<file path="src/rtl/hs32_pkg.sv">
// Shared hs32 pipeline types: inter-stage packets, ALU control, flags and opcode codes.
package hs32_pkg;

    localparam logic [1:0] ALU_ADD = 2'd0;
    localparam logic [1:0] ALU_AND = 2'd1;
    localparam logic [1:0] ALU_OR  = 2'd2;
    localparam logic [1:0] ALU_XOR = 2'd3;

    typedef struct packed {
        logic       neg;   // invert d2 before the operation
        logic       sub;   // carry-in when cen is clear
        logic       cen;   // take carry-in from the C flag
        logic [1:0] opr;
        logic       fwe;   // commit NZCV on accept
    } hs32_aluctl;

    typedef struct packed {
        logic [3:0]  rd;
        logic [3:0]  rm;
        logic [3:0]  rn;
        logic [15:0] imm;
        logic        we1;
        logic        we2;
        hs32_aluctl  ctl;
    } hs32_s1pkt;

    typedef struct packed {
        logic [31:0] d1;
        logic [31:0] d2;
        logic        we1;
        logic        we2;
        logic [3:0]  rd;
        hs32_aluctl  ctl;
    } hs32_s2pkt;

    typedef struct packed {
        logic n;
        logic z;
        logic c;
        logic v;
    } hs32_flags;

    typedef struct packed {
        logic [31:0] result;
        logic [3:0]  rd;
        logic        we1;
        logic        we2;
        logic        valid;
    } hs32_s3pkt;

endpackage

</file>
<file path="src/rtl/hs32_alu.sv">
// Combinational hs32 ALU: add/and/or/xor with optional operand inversion and carry-in.
module hs32_alu
    import hs32_pkg::*;
(
    input  logic [31:0] d1,
    input  logic [31:0] d2,
    input  hs32_aluctl  ctl,
    input  hs32_flags   flags,
    output logic [31:0] result,
    output hs32_flags   flags_n
);

    logic [31:0] b;
    logic        cin;
    logic [32:0] sum;

    always_comb begin
        b       = ctl.neg ? ~d2 : d2;
        cin     = ctl.cen ? flags.c : ctl.sub;
        sum     = {1'b0, d1} + {1'b0, b} + {32'd0, cin};
        result  = sum[31:0];
        flags_n = flags;
        // Logic ops keep C and V from the current flags
        case (ctl.opr)
            ALU_ADD: begin
                result    = sum[31:0];
                flags_n.c = sum[32];
                flags_n.v = (d1[31] == b[31]) && (sum[31] != d1[31]);
            end
            ALU_AND: result = d1 & b;
            ALU_OR:  result = d1 | b;
            default: result = d1 ^ b;
        endcase
        flags_n.n = result[31];
        flags_n.z = (result == 32'd0);
    end

endmodule

</file>
<file path="src/rtl/hs32_execute.sv">
// hs32 pipeline stage 3: ALU, NZCV register and the writeback stage register.
module hs32_execute
    import hs32_pkg::*;
(
    input  logic        clk,
    input  logic        reset,
    input  hs32_s2pkt   data_i,
    input  logic        valid_i,
    input  logic        flush_i,
    output logic [3:0]  rd3_o,
    output logic        stl3_o,
    output logic [3:0]  wp_addr_o,
    output logic [31:0] wp_data_o,
    output logic        wp_we_o,
    output logic [3:0]  flags_o
);

    hs32_s3pkt   s3;
    hs32_flags   flags;
    hs32_flags   alu_flags;
    logic [31:0] alu_result;
    logic        accept;

    assign accept = valid_i && !flush_i;

    hs32_alu u_alu (
        .d1      (data_i.d1),
        .d2      (data_i.d2),
        .ctl     (data_i.ctl),
        .flags   (flags),
        .result  (alu_result),
        .flags_n (alu_flags)
    );

    // A bubble clears only the valid bit; the payload is don't-care once invalid
    always_ff @(posedge clk) begin
        if (reset) begin
            s3    <= '0;
            flags <= '0;
        end else begin
            s3.valid <= accept;
            if (accept) begin
                s3.result <= alu_result;
                s3.rd     <= data_i.rd;
                s3.we1    <= data_i.we1;
                s3.we2    <= data_i.we2;
                if (data_i.ctl.fwe)
                    flags <= alu_flags;
            end
        end
    end

    assign rd3_o     = s3.rd;
    assign wp_addr_o = s3.rd;
    assign wp_data_o = s3.result;
    assign wp_we_o   = s3.valid && s3.we1;
    assign stl3_o    = s3.valid && s3.we1;
    assign flags_o   = flags;

endmodule

</file>
<file path="config.mk">
export PLATFORM = sky130hd
export DESIGN_NAME = hs32_execute
export DESIGN_NICKNAME = d
export VERILOG_FILES = /design/src/rtl/hs32_pkg.sv /design/src/rtl/hs32_alu.sv /design/src/rtl/hs32_execute.sv
export SDC_FILE = /design/constraint.sdc
export NUM_CORES = 1
export LEC_CHECK = 0
export BUFFER_PORTS_ARGS = -buffer_cell sky130_fd_sc_hd__buf_4
export CORE_MARGIN = 5
export CORE_UTILIZATION = 30
export DETAILED_ROUTE_END_ITERATION = 8
export PLACE_DENSITY_LB_ADDON = 0.15
export SLEW_MARGIN = 40
export SYNTH_ARGS = -nofsm -noshare
export SYNTH_HDL_FRONTEND = slang
export SYNTH_HIERARCHICAL = 1
export SYNTH_SLANG_ARGS = --single-unit
</file>
<file path="constraint.sdc">
create_clock -name clk -period 10.1 [get_ports clk]
set_input_delay 2.02 -clock clk [delete_from_list [all_inputs] [get_ports clk]]
set_output_delay 2.02 -clock clk [all_outputs]
set_load 0.005 [all_outputs]
</file>
Yosys cells after proc, flatten, opt, wreduce, memory -nomap -nowiden
Cells that the tools add are included.
Word-level totals
  input bits: 80
  memory bits (read-only): 0
  latch bits: 0
  memory bits (writable): 0
  memories: 0
  register bits: 42
  logic and storage cells: 29
Cells by class
  add/subtract/negate cells: 2
  equal/unequal tests: 4
  shifts and indexed selects: 0
  order comparisons: 0
  multiplexer cells: 3
  reduce and logical (&&, ||, !) cells: 8
  bitwise operators: 4
  divide/modulo/power cells: 0
  multipliers: 0
Operators by type and width (number)
  one-hot mux 32 bit (3 select lines): 1
  adder 32 x 32 -> 33 bit: 1
  adder 33 x 1 -> 33 bit: 1
  AND 32 bit: 1
  logical NOT 32 bit: 1
  2-to-1 mux 32 bit: 1
  NOT 32 bit: 1
  OR 32 bit: 1
  XOR 32 bit: 1
  logical AND 1 bit: 3
  AND reduction 3 bit: 1
  equality test 2 x 1 -> 1 bit (second input constant): 1
  equality test 2 bit (second input constant): 1
  logical NOT 2 bit: 1
  AND reduction 2 bit: 1
  equality test 1 bit: 1
  logical NOT 1 bit: 1
  2-to-1 mux 1 bit: 1
  inequality test 1 bit: 1

Longest topological paths before layout
  depth in word-level cells: 6
  mapped depth: 18
  gate-level depth less buffers: 16

Modules after synthesis
Netlist, hierarchy kept.
Modules (own cells, without submodules)
  hs32_alu: area each 3936.3 um^2, seq. area each 0.0 um^2, cells each 592, times used 1
  hs32_execute: area each 1769.2 um^2, seq. area each 840.8 um^2, cells each 225, times used 1

Least setup slack after synthesis
OpenSTA, ideal clock, no wires.
  path type: input to register
  start: input data_i[5] (netlist name)
  end: register flags_o[2] (netlist name)
  setup time: 0.070 ns
  arrival time: 6.064 ns
  cell stages on the path: 18
  setup slack: 3.965 ns
  path through: clkbuf_1 > buf_1 > xor2_1 > inv_1 > ha_1 > clkbuf_1 > and3_1 > o211ai_1 > and3_1 > a2111oi_1 > o21ai_0 > mux2i_1 > a221o_1 > nor4_1 > nand4_1 > nor4_2 > nand3_1 > a21oi_1
RTL lines
  start, declared: line hs32_execute.sv:7  | input hs32_s2pkt data_i,

==> key figures <==
Placed design
  • RePlAce Congestion: 0.856
  • DP Cell Count: 1087
  • Number of I/O port buffers: 124
  • Final HPWL DP: 14100 µm
  • Setup WS pre-CTS: 2.97 ns

Synthesis
  • Ys flop type: dfxtp_1
  • Ys Warns: 6
  • Area leader, netlist: dfxtp_1
  • Synthesized net count: 963
  • Synth top cells by count: 122 x nand2_1, 89 x a21oi_1, 82 x inv_1
  • Post-synth EDFFs: 0
  • Share of the synthesized area in the top cell type: 14.7%
  • Cell area after synthesis: 5710 µm²
  • Yosys reg bits: 42
  • Ys async rst share: 0%
  • Syn avg cell area: 6.98 µm²
  • Most frequent cell after synthesis: nand2_1
  • Synth cell types: 63
  • Post-synthesis sequential area ratio: 14.7%
  • Cells after Synth: 817
  • Synth area leaders: dfxtp_1 15%, ha_1 14%, nand2_1 8.0%

Drt
  • Post-DR wirelength/cell: 16.6 µm
  • Vias: 5761
  • Initial drt markers: 446
  • Routed WL: 18200 µm
  • Vias per cell: 5.26
  • # DRC: 0
  • 1st-pass router iterations: 7
  • Remaining antenna violation count: 0

GRT
  • Vias in the first global route: 5362
  • Initial antenna violation count: 0
  • Global-route wire length before repair: 28900 µm
  • Grt ovf: 0
  • Pin count of the biggest net entering global routing: 55
  • GRT Overall Usage: 16.0%

Floorplanning
  • Number of cell rows: 50
  • Core Area: 18700 µm²
  • Die height: 148 µm
  • Starting Density: 30.5%
  • Die footprint: 21900 µm²
  • IO Pins: 126
  • Die W: 148 µm

Clock network
  • Clk_lat worst skew: 0.28 ns
  • Clk sink count: 42
  • Worst-path clk slew: 0.06 ns
  • Post-cts gate resize count: 0
  • CTS tree: done
  • Num CTS Buffers: 5
  • Clk buf depth: 2
  • Post-CTS Setup Inserts: 0
  • Cts hold-fix bufs: 0
  • H-Tree Depth: 2
  • Clock Tree Root: clkbuf_16

Critical path
  • Crit Path Class: in2reg
  • Worst Path Max Fanout: 32
  • Crit start category: input pin
  • WP data arrival: 6.98 ns
  • Worst R2R Setup Slack: 5.26 ns
  • Worst Path Required: 10.31 ns
  • Crit. End Element: flip-flop

Status
  • Status: finished clean

Pwr
  • Switching share of total power: 40.7%
  • Pint: 0.413 mW
  • P_leak: 3.09 nW
  • Combinational share of power: 51.1%
  • Power share of the sequential group: 26.0%
  • Max IR drop VDD: 0.0549 mV
  • Net Sw Power: 0.284 mW
  • Clock Power Share: 22.9%
  • Pwr/cell area: 106 nW/µm²

STA
  • Max Freq: 148 MHz
  • Unrepaired setup endpoints after global routing: no
  • Skew final: 0.00723 ns
  • Least-Margin Pin Slew: 0.785 ns
  • Headroom to the max-slew limit: 47.6%
  • Slew Limit Fails: 0
  • Sum of negative setup slack: 0 ns
  • Final setup fails: 0
  • Final Hold Viols: 0
  • Fin crit period: 6.78 ns
  • Fin crit share: 67.1%
  • Fin worst setup slack: 3.32 ns

Final layout
  • Core Util, Final: 35.3%
  • Area grow syn2layout: 15.6%
  • Number of diodes: 0
  • Final non-filler cell total: 1095
  • Share of post-route cells with drive strength above 1: 17.1%
  • Total Nets Final: 1006

Hold path
  • Hold Path Class: reg2reg

Job
  • Max cap viols: 0
==> power by group through the flow <==
stage | registers [mW] | clock network, mW | logic [mW]
after floorplan | 0.183 | 0 | 0.251
after global placement | 0.185 | 0 | 0.352
after detailed placement | 0.185 | 0 | 0.352
after CTS | 0.182 | 0.167 | 0.354
after global routing | 0.183 | 0.170 | 0.397
final | 0.182 | 0.159 | 0.356
==> metrics by stage <==
stage          hold WS (ns)  power (mW)  cell area [µm²]
6_report              0.451       0.697             6600
5_1_grt               0.477       0.750             6600
4_1_cts               0.457       0.702             6590
3_5_place_dp          0.449       0.537             6440
3_3_place_gp          0.444       0.537             6430
2_1_floorplan         0.432       0.435             5710
==> layout make-up <==
type | count | area, µm²
fill | 2066 | 12100
sequential | 42 | 841
multi-input combinational | 600 | 4040
clock buffer | 5 | 125
tap | 234 | 293
timing repair buffer | 128 | 961
clock inverter | 3 | 23.8
inverter | 83 | 317
==> worst max-delay path, stage by stage <==
cell and delay, ns:
buf_4 0.39, xor2_1 0.37, fa_1 0.28, inv_1 0.06, fa_1 0.41, xnor2_1 0.14
mux4_2 0.46, or3_1 0.41, a2111oi_0 0.35, or4b_1 0.50, nor4_1 0.29, nand4bb_1 0.14
nor4_1 0.44, nand4_1 0.20, nor4_2 0.27, nand3_1 0.09, a21oi_1 0.14
==> worst paths after layout <==
path,startpoint,to,cells past startpoint
setup reg to reg,flags_o[1]$_SDFFE_PP0P_,flags_o[2]$_SDFFE_PP0P_,16
setup / recovery,data_i[5],flags_o[2]$_SDFFE_PP0P_,17
hold / removal,s3[2]$_SDFFE_PP0P_,s3[2]$_SDFFE_PP0P_,2
hold reg to reg,s3[2]$_SDFFE_PP0P_,s3[2]$_SDFFE_PP0P_,2
==> layer usage <==
metal / vias up / track usage, % / wire, µm
met4: 0 / 2.82 / 125
met2: 219 / 24.2 / 7700
li1: 2877 / - / -
met3: 9 / 1.75 / 1300
met5: - / 0 / 0
met1: 2656 / 24.6 / 9090
==> placed cells by master, fill, tap and decap left out, drive strengths merged, types with 8 or more instances in the layout <==
master / instances
a211oi: 9
a21o: 14
a21oi: 89
and2: 9
and3: 14
buf: 128
dfxtp: 42
ha: 64
inv: 84
nand2: 122
nand2b: 8
nand3: 18
nor2: 35
nor3: 16
o21ai: 32
o31ai: 11
xor2: 33
==> sequential cells by signal, summed over array words and instances, names as in the netlist <==
register   cells
flags_o        4
rd3_o          4
s3             2
wp_data_o     32
==> logic make-up (layout without fill, tap and decap cells) <==
family	Yosys count	count (layout)	synth area share, %
mux	12	12	3.22
compound gates	224	224	25.2
simple gates	260	260	21.4
buf+inv	175	219	14.8
xor+xnor	38	38	5.83
fa+ha+maj	66	66	14.7
flops	42	42	14.7
Note: power is estimated with default switching activity, not from simulation.
